`src/rtl/eq_reg_bank.sv`:
```
// rtl/eq_reg_bank.sv - equalizer gain register bank with shadow/active copies
// Shadow registers take I2C writes; the active copy loads atomically on a sample tick.
module eq_reg_bank #(
  parameter int         NUM_BANDS  = 8,
  parameter int         GAIN_W     = 8,
  parameter logic [7:0] UNITY_GAIN = 8'h40,
  parameter logic [7:0] GAIN_MAX   = 8'hC0,
  parameter logic [7:0] BAND_BASE  = 8'h10
) (
  input  logic                        clk,
  input  logic                        rst_n,
  input  logic [7:0]                  reg_addr,
  input  logic [7:0]                  reg_data,
  input  logic                        reg_we,
  input  logic [7:0]                  rd_addr,
  output logic [7:0]                  rd_data,
  input  logic                        sample_tick,
  output logic [NUM_BANDS*GAIN_W-1:0] band_gain,
  output logic [GAIN_W-1:0]           master_gain,
  output logic                        bypass,
  output logic                        mute,
  output logic                        coeff_update,
  output logic                        err_flag
);

  localparam logic [7:0] ADDR_CTRL   = 8'h00;
  localparam logic [7:0] ADDR_STATUS = 8'h01;
  localparam logic [7:0] ADDR_MASTER = 8'h02;

  logic              we_q;
  logic              wr;
  logic              commit;

  logic [GAIN_W-1:0] sh_band [NUM_BANDS];
  logic [GAIN_W-1:0] act_band [NUM_BANDS];
  logic [GAIN_W-1:0] sh_master, act_master;
  logic              sh_bypass, sh_mute, act_bypass, act_mute;
  logic              pending, addr_err, clamp;

  logic [GAIN_W-1:0] sh_band_n [NUM_BANDS];
  logic [GAIN_W-1:0] sh_master_n;
  logic              sh_bypass_n, sh_mute_n;
  logic              pending_n, addr_err_n, clamp_n;
  logic [GAIN_W-1:0] gain_val;
  logic              is_band;
  int                wr_off;
  int                rd_off;
  logic [7:0]        rd_next;

  assign wr     = reg_we & ~we_q;
  assign commit = sample_tick & pending;

  // Shadow/status next state; a commit clears pending before a same-cycle COMMIT write re-sets it.
  always_comb begin
    sh_band_n   = sh_band;
    sh_master_n = sh_master;
    sh_bypass_n = sh_bypass;
    sh_mute_n   = sh_mute;
    pending_n   = pending & ~commit;
    addr_err_n  = addr_err;
    clamp_n     = clamp;
    wr_off      = int'(reg_addr) - int'(BAND_BASE);
    is_band     = (wr_off >= 0) && (wr_off < NUM_BANDS);
    gain_val    = (reg_data > GAIN_MAX) ? GAIN_MAX : reg_data;
    if (wr) begin
      if (reg_addr == ADDR_CTRL) begin
        if (reg_data[7]) begin
          for (int i = 0; i < NUM_BANDS; i++) sh_band_n[i] = UNITY_GAIN;
          sh_master_n = UNITY_GAIN;
          sh_bypass_n = 1'b0;
          sh_mute_n   = 1'b0;
          pending_n   = 1'b0;
          addr_err_n  = 1'b0;
          clamp_n     = 1'b0;
        end else begin
          sh_bypass_n = reg_data[1];
          sh_mute_n   = reg_data[2];
        end
        if (reg_data[0]) pending_n = 1'b1;
      end else if (reg_addr == ADDR_STATUS) begin
        if (reg_data[1]) addr_err_n = 1'b0;
        if (reg_data[2]) clamp_n = 1'b0;
      end else if (reg_addr == ADDR_MASTER || is_band) begin
        if (reg_data > GAIN_MAX) clamp_n = 1'b1;
        if (reg_addr == ADDR_MASTER) sh_master_n = gain_val;
        for (int i = 0; i < NUM_BANDS; i++)
          if (is_band && wr_off == i) sh_band_n[i] = gain_val;
      end else begin
        addr_err_n = 1'b1;
      end
    end
  end

  // Read decode looks at current state, so same-cycle writes are not visible.
  always_comb begin
    rd_next = 8'h00;
    rd_off  = int'(rd_addr) - int'(BAND_BASE);
    case (rd_addr)
      ADDR_CTRL:   rd_next = {5'b0, sh_mute, sh_bypass, 1'b0};
      ADDR_STATUS: rd_next = {5'b0, clamp, addr_err, pending};
      ADDR_MASTER: rd_next = sh_master;
      default: begin
        for (int i = 0; i < NUM_BANDS; i++)
          if (rd_off == i) rd_next = sh_band[i];
      end
    endcase
  end

  always_ff @(posedge clk or negedge rst_n) begin
    if (!rst_n) begin
      we_q         <= 1'b0;
      sh_master    <= UNITY_GAIN;
      act_master   <= UNITY_GAIN;
      sh_bypass    <= 1'b0;
      sh_mute      <= 1'b0;
      act_bypass   <= 1'b0;
      act_mute     <= 1'b0;
      pending      <= 1'b0;
      addr_err     <= 1'b0;
      clamp        <= 1'b0;
      err_flag     <= 1'b0;
      coeff_update <= 1'b0;
      rd_data      <= 8'h00;
      for (int i = 0; i < NUM_BANDS; i++) begin
        sh_band[i]  <= UNITY_GAIN;
        act_band[i] <= UNITY_GAIN;
      end
    end else begin
      we_q         <= reg_we;
      sh_band      <= sh_band_n;
      sh_master    <= sh_master_n;
      sh_bypass    <= sh_bypass_n;
      sh_mute      <= sh_mute_n;
      pending      <= pending_n;
      addr_err     <= addr_err_n;
      clamp        <= clamp_n;
      err_flag     <= addr_err_n | clamp_n;
      coeff_update <= commit;
      rd_data      <= rd_next;
      if (commit) begin
        act_band   <= sh_band;
        act_master <= sh_master;
        act_bypass <= sh_bypass;
        act_mute   <= sh_mute;
      end
    end
  end

  for (genvar g = 0; g < NUM_BANDS; g++) begin : g_band_out
    assign band_gain[g*GAIN_W +: GAIN_W] = act_band[g];
  end

  assign master_gain = act_master;
  assign bypass      = act_bypass;
  assign mute        = act_mute;

endmodule
```
`config.mk`:
```
export PLATFORM = sky130hd
export DESIGN_NAME = eq_reg_bank
export DESIGN_NICKNAME = d
export VERILOG_FILES = /design/src/rtl/eq_reg_bank.sv
export SDC_FILE = /design/constraint.sdc
export NUM_CORES = 1
export LEC_CHECK = 0
export CORE_ASPECT_RATIO = 0.7
export CORE_UTILIZATION = 49
export CTS_CLUSTER_DIAMETER = 50
export DETAILED_ROUTE_END_ITERATION = 10
export PLACE_DENSITY = 0.78
export SLEW_MARGIN = 20
export SYNTH_ARGS = -nofsm -noshare
export SYNTH_HDL_FRONTEND = slang
export SYNTH_SLANG_ARGS = --single-unit
```
`constraint.sdc`:
```
create_clock -name clk -period 2.1 [get_ports clk]
set_input_delay 0.42 -clock clk [delete_from_list [all_inputs] [get_ports clk]]
set_output_delay 0.42 -clock clk [all_outputs]
set_load 0.01 [all_outputs]
```
==> results.tsv <==
metric	value	unit
Via density	5.86	
final setup fails	0	
most numerous cell in the Yosys netlist	dfrtp_1	
fraction of layout cells with a size suffix above 1	37.0	%
Pleak	4.69	nW
Fill cells	1026	
slew margin rel.	63.6	%
Initial DRC Count	373	
asr flop ratio synth	100	%
worst hold-check path type	reg -> reg	
H-tree depth	4	
DIE AREA	15400	um2
Worst setup SP type	input pin	
Final Skew	7.35	ps
Final Hold Fails	0	
area share of the leading cell type in the synthesized netlist	49.3	%
number of global-route vias before repair	5889	
outcome	completed	
vias	5797	
crit path max fanout	8	
Core ar.	14200	um2
worst skew pair latency	430	ps
DPL Wire Length	15900	um
Cell Rows	36	
#FFs+latches synth	162	
reg-to-reg slack, setup	180	ps
Top FF cell, synth	dfrtp_1	
CP max stage cell	or4_4	
RSZ-0062 raised after global routing	false	
CTS tree	yes	
maxcap violations	0	
Post-synth EDFFs	0	
total gr overflow	0	
Area growth, synth to finish	39.3	%
hold_ws	484	ps
worst-margin pin slew	547	ps
Clock Tree Buf Depth	2	
post-route antenna net violation count	0	
Synth Instances	584	
largest net degree at the start of global routing	54	
CTS Buf Count	17	
min Tclk post-route	2070	ps
area of the mapped netlist	7300	um2
synth warn	0	
total clock sinks	162	
kind of critical path	in -> reg	
Synthesized Nets	614	
Mapped Avg Cell Area	12.5	um2
Worst Path Arrival	2380	ps
Max Freq	483	MHz
crit path cell chain	buf_4, inv_12, ha_4, or3b_4, or4_4, o22ai_4, buf_12, mux2_2	
wire per inst	21.2	um
initial antenna violation count	2	
Critical Path RT	2410	ps
most area-consuming cells after synthesis	dfrtp_1, mux2_2, dfstp_2	
Placed Area	9480	um2
Total GRT Usage	29.1	%
sequential share of the synthesized area	55.8	%
worst vdd ir	0.000539	V
cell taking the most area after synthesis	dfrtp_1	
DRC errors left	0	
Die Ht	104	um
Die X	148	um
Reg clk slew, reported paths	60	ps
Crit. End Element	flop	
Final Cell Area	10200	um2
max incr delay on CP	560	ps
first-pass GRT wire length	33300	um
Yosys cell types	64	
IO Pins	112	
setup_tns	0	ps
period utilisation layout	98.6	%
Port-buffer cells	111	
final net count	815	
drt pass-1 iters	7	
WL final	21000	um
root buffer cell	clkbuf_16	
Pins Over Slew Limit	0	
gpl congestion	0.933	
top cells by count, synth	dfrtp_1, mux2_2, o21ai_0	
Starting Density	51.3	%
pwr dens	699	nW/um2
[layer usage]
layer  up-vias  wire length [um]  GRT usage [%]
met5         -                 0              0
met4         0               237           6.63
met3        23              1830           9.04
met2       270              9470           43.6
met1      2947              9470           41.3
li1       2557                 -              -
[placed cells by master, fill, tap and decap left out, types with 4 or more instances in the layout]
cell	netlist	final
and3_1	8	4
mux2_4	0	15
nor4_1	7	6
clkdlybuf4s50_1	0	104
buf_12	0	9
mux2i_1	11	11
nor3_1	5	5
a32oi_1	6	6
dfrtp_1	144	144
dfstp_2	18	18
mux2_2	107	92
nand3_1	12	12
mux4_2	6	6
nand4_1	4	4
buf_4	0	96
nand3b_1	4	4
clkbuf_16	0	17
nand2_1	34	33
nor2_1	16	16
and3_4	2	5
o21ai_0	49	49
a222oi_1	4	4
o2bb2ai_1	7	7
o22ai_1	12	12
bufinv_16	0	4
nand2b_1	7	7
inv_1	22	20
nor2b_1	9	9
[critical path: cells and delay by family]
| kind | cells | cell delay (ps) |
|---|---|---|
| AOI/OAI and AO/OA | 1 | 190 |
| muxes | 1 | 340 |
| and+or+nand+nor | 2 | 960 |
| buffers and inverters | 3 | 340 |
| adders and majority gates | 1 | 120 |
[per-stage QoR]
step	setup WS (ps)	power (mW)	instances	util, %
final	29.9	7.11	990	71.5
after global routing	8.17	7.34	988	71.4
after CTS	-11.8	7.15	988	71.3
after detailed placement	-892	3.84	954	66.6
after global placement	-833	3.82	954	66.6
after floorplan	-185	3.48	584	-
[power breakdown]
part / switching [mW] / total, mW / internal [mW]
registers: 0.0460 / 3.23 / 3.18
clock network: 1.26 / 3.31 / 2.06
logic: 0.308 / 0.567 / 0.259
[repair_timing]
action,4_1_cts,5_1_grt
endpoints found under the setup margin,75,40
buffers inserted,1,0
hold endpoints to repair,42,0
gates resized for setup,11,9
pin swaps,4,4
hold buffers,1,0
[cells by family after synthesis]
kind of cell	share of synthesized area [%]
buf+inv	3.15
simple gates	10.5
fa+ha+maj	0.343
flops	55.8
mux	19.9
compound gates	10.1
xor+xnor	0.240
[worst paths after layout]
kind | end | depth (start not counted) | from
worst max-delay path | sh_band[12]$_DFFE_PN0P_ | 8 | reg_addr[5]
worst min-delay path | band_gain[57]$_DFFE_PN0P_ | 2 | band_gain[57]$_DFFE_PN0P_
worst max register to register | sh_band[12]$_DFFE_PN0P_ | 5 | we_q$_DFF_PN0_
worst min register to register | band_gain[57]$_DFFE_PN0P_ | 2 | band_gain[57]$_DFFE_PN0P_
max in group asynchronous | band_gain[22]$_DFFE_PN1P_ | 3 | rst_n
min in group asynchronous | band_gain[24]$_DFFE_PN0P_ | 2 | rst_n
[cell type report]
cell class,count,area [um2],share of cell area (%)
Multi-Input combinational cell,366,3110,30.6
Antenna cell,2,5.00,0.0492
Clock inverter,12,180,1.77
Timing Repair Buffer,216,2010,19.8
Inverter,22,97.6,0.959
Clock buffer,20,457,4.49
Sequential cell,162,4080,40.1
Tap cell,190,238,2.34
[registers in the layout, summed over array words and instances (netlist names)]
signal        cells
addr_err          1
band_gain        64
bypass            1
clamp             1
coeff_update      1
err_flag          1
master_gain       8
mute              1
pending           1
rd_data           8
sh_band          64
sh_bypass         1
sh_master         8
sh_mute           1
we_q              1
(Power assumes the default switching activity.)
